--- config.mk ---
export PLATFORM = sky130hd
export DESIGN_NAME = spi_master
export DESIGN_NICKNAME = d
export VERILOG_FILES = /design/src/rtl/spi_pkg.sv /design/src/rtl/spi_sclk_gen.sv /design/src/rtl/spi_master.sv
export SDC_FILE = /design/constraint.sdc
export NUM_CORES = 1
export LEC_CHECK = 0
export ABC_AREA = 1
export ABC_CLOCK_PERIOD_IN_PS = 2900
export CAP_MARGIN = 30
export CORE_ASPECT_RATIO = 0.8
export CORE_MARGIN = 10
export CORE_UTILIZATION = 54
export DETAILED_ROUTE_END_ITERATION = 8
export PLACE_DENSITY = 0.79
export SYNTH_ARGS = -nofsm -noshare
export SYNTH_HDL_FRONTEND = slang
export SYNTH_HIERARCHICAL = 1
export SYNTH_SLANG_ARGS = --single-unit
--- constraint.sdc ---
create_clock -name clk -period 2.9 [get_ports clk]
set_input_delay 0.58 -clock clk [delete_from_list [all_inputs] [get_ports clk]]
set_output_delay 0.58 -clock clk [all_outputs]
set_load 0.01 [all_outputs]
--- src/rtl/spi_pkg.sv ---
// Shared definitions for the SPI master: controller states, byte width and
// the default sclk half-period.
package spi_pkg;

    localparam int BYTE_W          = 8;
    localparam int CLK_DIV_DEFAULT = 2;

    typedef enum logic [2:0] {
        IDLE,
        LOW,
        HIGH,
        WAIT,
        TRAIL,
        GAP
    } state_t;

endpackage

--- src/rtl/spi_sclk_gen.sv ---
// Half-period timer: load starts a CLK_DIV-cycle interval and expire pulses
// for one cycle during its final clk cycle.
module spi_sclk_gen
    import spi_pkg::*;
#(
    parameter int CLK_DIV = CLK_DIV_DEFAULT
) (
    input  logic clk,
    input  logic rst,
    input  logic load,
    output logic expire
);

    localparam logic [7:0] RELOAD = 8'(CLK_DIV - 1);

    logic [7:0] count;
    logic       active;

    always_ff @(posedge clk) begin
        if (rst) begin
            count  <= 8'd0;
            active <= 1'b0;
        end else if (load) begin
            count  <= RELOAD;
            active <= 1'b1;
        end else if (expire) begin
            active <= 1'b0;
        end else if (count != 8'd0) begin
            count <= count - 8'd1;
        end
    end

    assign expire = active && (count == 8'd0);

endmodule

--- src/rtl/spi_master.sv ---
// Mode-0 SPI master with byte handshake, frames delimited by tx_last, and a
// guaranteed slave-select gap between frames.
module spi_master
    import spi_pkg::*;
#(
    parameter int CLK_DIV = CLK_DIV_DEFAULT
) (
    input  logic              clk,
    input  logic              rst,
    input  logic [BYTE_W-1:0] tx_data,
    input  logic              tx_valid,
    input  logic              tx_last,
    output logic              tx_ready,
    output logic [BYTE_W-1:0] rx_data,
    output logic              rx_valid,
    output logic              busy,
    output logic              spi_sclk,
    output logic              spi_ss,
    output logic              spi_mosi,
    input  logic              spi_miso
);

    state_t            state, state_next;
    logic              load, expire, accept;
    logic [BYTE_W-1:0] tx_shift, rx_shift;
    logic [2:0]        bit_cnt;
    logic              last;

    spi_sclk_gen #(.CLK_DIV(CLK_DIV)) u_sclk_gen (
        .clk    (clk),
        .rst    (rst),
        .load   (load),
        .expire (expire)
    );

    always_comb begin
        state_next = state;
        load       = 1'b0;
        accept     = 1'b0;
        case (state)
            IDLE, WAIT: begin
                if (tx_valid && tx_ready) begin
                    accept     = 1'b1;
                    load       = 1'b1;
                    state_next = LOW;
                end
            end
            LOW: begin
                if (expire) begin
                    load       = 1'b1;
                    state_next = HIGH;
                end
            end
            HIGH: begin
                if (expire) begin
                    if (bit_cnt != 3'd7) begin
                        load       = 1'b1;
                        state_next = LOW;
                    end else if (last) begin
                        load       = 1'b1;
                        state_next = TRAIL;
                    end else begin
                        state_next = WAIT;
                    end
                end
            end
            TRAIL: begin
                if (expire) begin
                    load       = 1'b1;
                    state_next = GAP;
                end
            end
            GAP: begin
                if (expire) state_next = IDLE;
            end
            default: state_next = IDLE;
        endcase
    end

    always_ff @(posedge clk) begin
        if (rst) begin
            state    <= IDLE;
            tx_shift <= '0;
            rx_shift <= '0;
            bit_cnt  <= 3'd0;
            last     <= 1'b0;
            rx_data  <= '0;
            rx_valid <= 1'b0;
        end else begin
            state    <= state_next;
            rx_valid <= 1'b0;
            if (accept) begin
                tx_shift <= tx_data;
                last     <= tx_last;
                bit_cnt  <= 3'd0;
            end
            // Sample miso on the edge that raises sclk.
            if (state == LOW && expire) rx_shift <= {rx_shift[BYTE_W-2:0], spi_miso};
            if (state == HIGH && expire) begin
                if (bit_cnt != 3'd7) begin
                    bit_cnt  <= bit_cnt + 3'd1;
                    tx_shift <= {tx_shift[BYTE_W-2:0], 1'b0};
                end else begin
                    rx_data  <= rx_shift;
                    rx_valid <= 1'b1;
                end
            end
        end
    end

    // Outputs are registered copies of what the next state implies.
    always_ff @(posedge clk) begin
        if (rst) begin
            tx_ready <= 1'b1;
            busy     <= 1'b0;
            spi_ss   <= 1'b1;
            spi_sclk <= 1'b0;
            spi_mosi <= 1'b0;
        end else begin
            tx_ready <= (state_next == IDLE) || (state_next == WAIT);
            busy     <= (state_next != IDLE);
            spi_ss   <= (state_next == IDLE) || (state_next == GAP);
            spi_sclk <= (state_next == HIGH);
            if (accept)
                spi_mosi <= tx_data[BYTE_W-1];
            else if (state == HIGH && state_next == LOW)
                spi_mosi <= tx_shift[BYTE_W-2];
            else if (state_next == IDLE || state_next == GAP)
                spi_mosi <= 1'b0;
        end
    end

endmodule

## After elaboration in Yosys (flattened, before gate mapping)

Cells that the tools add are included.

| storage, ports and cells | value |
|---|---|
| flip-flop bits (word level) | 46 |

| operators by class | value |
|---|---|
| reductions and logical operators | 22 |
| add/subtract/negate cells | 2 |
| eq/ne operators | 11 |
| multiplexer cells | 30 |
| bitwise logic cells | 3 |

Operators with widths:

| kind | count |
|---|---|
| 3-bit two-way mux | 10 |
| 8-bit two-way mux | 3 |
| 1-bit two-way mux | 15 |
| 3-bit one-hot mux with 5 select lines | 1 |
| 3-bit by 2-bit equality test with 1-bit output, second input constant | 4 |
| 3-bit equality test, second input constant | 3 |
| 8-bit zero test | 1 |
| 8-bit nonzero test | 1 |
| 2-bit OR reduction | 4 |
| 8-bit by 1-bit subtractor with 8-bit output, second input constant | 1 |
| 3-bit by 1-bit equality test with 1-bit output, second input constant | 2 |
| 3-bit zero test | 2 |
| 2-bit AND reduction | 3 |
| 3-bit nonzero test | 2 |
| 1-bit logical AND | 5 |
| 2-bit nonzero test | 2 |
| 3-bit by 1-bit adder with 3-bit output, second input constant | 1 |
| 3-bit inequality test, second input constant | 1 |
| 1-bit NOT | 3 |
| 1-bit one-hot mux with 3 select lines | 1 |
| 1-bit logical OR | 2 |
| 2-bit inequality test, second input constant | 1 |

## Longest topological paths before layout

| logic depth | value |
|---|---|
| word-level depth | 9 |
| depth in mapped cells | 16 |
| depth with buffers taken out | 16 |

## Cells and area by module

The synthesis kept the hierarchy.

By module, submodules not included:

| module | sequential area each (um^2) | cells each | instances | area an instance (um^2) |
|---|---|---|---|---|
| spi_master | 720.7 | 197 | 1 | 1,508.9 |
| spi_sclk_gen | 180.2 | 64 | 1 | 466.7 |

## Worst setup path after synthesis

Ideal clock, no wire load.

| timing | value |
|---|---|
| path kind | reg-to-reg |
| start | register u_sclk_gen.count[0] |
| end | register u_sclk_gen.count[6] |
| stages on the path, launching flop included | 16 |
| path slack | 0.777 ns |
| library setup time | 0.070 ns |
| data required time | 2.830 ns |
| path buffers | 0 |
| data arrival time | 2.053 ns |
| clock period less this slack | 2.123 ns |
| cells stage by stage | dfxtp_1 -> inv_1 -> ha_1 -> nand3_1 -> nor2_4 -> inv_2 -> nor2_1 -> inv_1 -> nor2_2 -> nand2_2 -> clkinv_1 -> nor2_1 -> o211ai_1 -> nor2_1 -> nand2_4 -> a21oi_1 |

| between the ends | value |
|---|---|
| longest elaborated chain between the ends | 5 |

RTL lines:

| element | RTL line | source |
|---|---|---|
| from (decl) | spi_sclk_gen.sv:16 | `logic [7:0] count;` |
| from (signal assigned) | spi_sclk_gen.sv:29 | `count <= count - 8'd1;` |
| 8-bit zero test * | spi_sclk_gen.sv:33 | `assign expire = active && (count == 8'd0);` |
| 1-bit logical AND * | spi_sclk_gen.sv:33 |  |
| via expire | spi_master.sv:24 | `logic load, expire, accept;` |
| 1-bit two-way mux, on equally long branches | spi_master.sv:49, spi_master.sv:68, spi_master.sv:55 |  |
| 1-bit one-hot mux with 3 select lines * | spi_master.sv:40 | `case (state)` |
| via load | spi_master.sv:24 |  |
| 2-bit OR reduction (no source line) * | n/a |  |

Mark *: on every way through the listed nets, which the timed path passes. The rest lies on a longest branch.
A chain may end at the register's enable or synchronous reset.

## Worst setup path in the final report

Same ends and word-level chain as after synthesis.

==> flow_metrics.tcl <==
set metrics [dict create \
    drtIter0Drc 42 \
    die_area_um2 6493 \
    die_h_um 74.10 \
    cts_setup_buffers 0 \
    grt_max_degree 26 \
    yosysWarnings 6 \
    setup_violations 0 \
    design_area_um2 2355 \
    syn_area_per_cell_um2 7.570 \
    hold_class "register to register" \
    synth_cell_types 31 \
    syn_nets 278 \
    antenna_found_initial 0 \
    wl_met1_um 1916 \
    placedCellCount 326 \
    io-pin-count 27 \
    cts_buffer_depth 2 \
    hold_viol 0 \
    row_count 19 \
    cp-end-kind "register" \
    num_antenna_cells 0 \
    synth_top_area_cell "dfxtp_1" \
    firstDrtPassIters 4 \
    layout-drive-gt1-share_pct 11.30 \
    slowest_stage "dfxtp_1" \
    crit_chain "inv_1 > ha_1 > nand3_1 > nor2_4 > inv_2 > nor2_1 > inv_1 > nor2_2 > nand2_2 > clkinv_1 > nor2_1 > o211ai_1 > nor2_1 > nand2_4 > a21oi_1" \
    maxCapViolCount 0 \
    cp_num_buf_inv 4 \
    power_leakage_nw 0.9536 \
    grt.overflow.total 0 \
    seq_area_frac_synth_pct 45.60 \
    fin_nets 308 \
    netlist_area_um2 1976 \
    synth_top_area_share_pct 45.60 \
    period_needed_ns 2.460 \
    synth-seq-cells 45 \
    cts_hold_buf 0 \
    grt_pass1_vias 1488 \
    finalCritPeriodShare_pct 84.84 \
    slowest_delay_ns 0.34 \
    crit_path_frequent_cell "nor2_1" \
    layout_common_cells "45 x dfxtp_1, 42 x nor2_1, 32 x nand2_1, 30 x inv_1, 28 x o21ai_0" \
    power_density_nw_per_um2 758.6 \
    path_class "register to register" \
    cp.required_ns 3.12 \
    coreArea_um2 3471 \
    finalMaxSlewViolations 0 \
    worstMarginPinSlew_ns 0.6219 \
    worstPathMaxFanout 10 \
    port_buffers 26 \
    slew_headroom_pct 58.50 \
    clk_latency_ns 0.29 \
    wire_per_inst_um 11.08 \
    critPathArrivalTime_ns 2.68 \
    start_util_pct 56.92 \
    layout_commonest_cell "dfxtp_1" \
    syn_inst 261 \
    max_freq_mhz 406.4 \
    cts_max_level 2 \
    crit_family "simple AND/OR/NAND/NOR gates" \
    syn2layout_area_growth_pct 19.19 \
    cts_tree "built" \
    max-vdd-ir-drop_mv 0.4113 \
    cts_sinks 45 \
    dp_hpwl_um 2790 \
    drtAntennaViolNets 0 \
    rsz0062_at_grt "false" \
    skew_ns 0.008183 \
    drc_errors 0 \
    crit_path_start_kind "register" \
    yosys-top-cells-area "dfxtp_1 46%, nor2_1 8.0%, o21ai_0 7.1%, nand2_1 6.1%, inv_1 5.7%" \
    setup_tns_ns 0 \
    top_layer_used "met4" \
    dr_wl_met3_um 185 \
    place_area_um2 2272 \
    grt_pass1_wl_um 6203 \
    wl_met2_um 1552 \
    root_buffer "clkbuf_8" \
    gp_congestion 0.9206 \
    path_clk_slew_ns 0.08 \
    vias 1646 \
    outcome "finished, final reports clean" \
    fin_cells 334 \
    wirelength_um 3700 \
    fp.dieW_um 87.63 \
    grt_use_total_pct 11.56 \
    vias_per_cell 4.928 \
    cts_resized 0 \
    numCtsBuffers 5 \
]
-- worst min-delay path, delay by kind of cell, from the launching register on --
| kind | cells | cell delay [ns] |
|---|---|---|
| AOI/OAI and AO/OA | 1 | 0.05 |
| DFF | 1 | 0.32 |
| buffers and inverters | 1 | 0.05 |
-- power breakdown --
group          total [mW]  switching (mW)  internal, mW
clock               0.364           0.197         0.167
sequential          0.775          0.0589         0.716
combinational       0.647           0.396         0.251
total                1.79           0.652          1.13
-- cells in the mapped netlist --
master     n
inv_1     30
or2_2      1
nor4_1     1
o21ai_0   28
buf_2      1
a31oi_1    1
o211ai_1   1
nand2_2    3
nand2_1   32
dfxtp_1   45
o21ai_1    4
a21oi_2    4
clkbuf_1   2
buf_6      1
nand3b_1   1
nand3_2    1
nor2_2     5
o22ai_1    3
inv_2      5
nor2_1    42
nand3_1   16
ha_1       4
nor2_4     3
or2_0      1
nor3_1     2
a21oi_1   14
a211oi_1   1
nand2_4    3
xor2_1     3
nand4_1    2
clkinv_1   1
-- state kept, by name, summed over array words and instances, names as in the netlist --
signal and cells:
bit_cnt 3, busy 1, last 1, rx_data 8, rx_shift 8, rx_valid 1, spi_mosi 1, spi_sclk 1
spi_ss 1, state 3, tx_ready 1, tx_shift 7, u_sclk_gen/active 1, u_sclk_gen/count 8
-- kinds of logic after synthesis --
family,after synthesis,synth area share (%)
fa+ha+maj,4,2.533
buf+inv,40,8.043
xor+xnor,3,1.330
compound gates,56,15.45
flops,45,45.60
simple gates,113,27.04
-- layout make-up --
| type | instances | area [um^2] |
|---|---|---|
| fillers | 314 | 1116 |
| multi-input cells | 176 | 915.9 |
| flip-flops and latches | 45 | 900.9 |
| repair buffers | 27 | 267.8 |
| inverters | 36 | 135.1 |
| clock buffers | 6 | 72.57 |
| well taps | 42 | 52.55 |
| clock inverters | 2 | 10.01 |
-- through the flow --
step | hold WS, ns | power (mW) | util [%] | setup slack [ns]
2_1_floorplan | 0.4331 | 1.297 | - | 0.7770
3_3_place_gp | 0.4398 | 1.428 | 65.46 | 0.6030
3_5_place_dp | 0.4409 | 1.440 | 65.46 | 0.4451
4_1_cts | 0.4545 | 1.806 | 67.84 | 0.4190
5_1_grt | 0.4759 | 1.922 | 67.84 | 0.1018
6_report | 0.4530 | 1.786 | 67.84 | 0.4396
-- metal layers --
layer  GRT usage, %  up-vias
met2          17.26       25
met3          4.148        7
met4          4.240        0
li1               -      901
met5              0        -
met1          15.01      713
-- path summary, 6_finish.rpt --
kind	startpoint	to	slack (ns)	depth (start not counted)
max	u_sclk_gen/count[0]$_SDFFE_PP0P_	u_sclk_gen/count[6]$_SDFFE_PP0P_	0.44	15
min	rx_data[2]$_SDFFE_PP0P_	rx_data[2]$_SDFFE_PP0P_	0.45	2
max reg2reg	u_sclk_gen/count[0]$_SDFFE_PP0P_	u_sclk_gen/count[6]$_SDFFE_PP0P_	0.44	15
min reg2reg	rx_data[2]$_SDFFE_PP0P_	rx_data[2]$_SDFFE_PP0P_	0.45	2
Power figures use the tool's default switching activity.
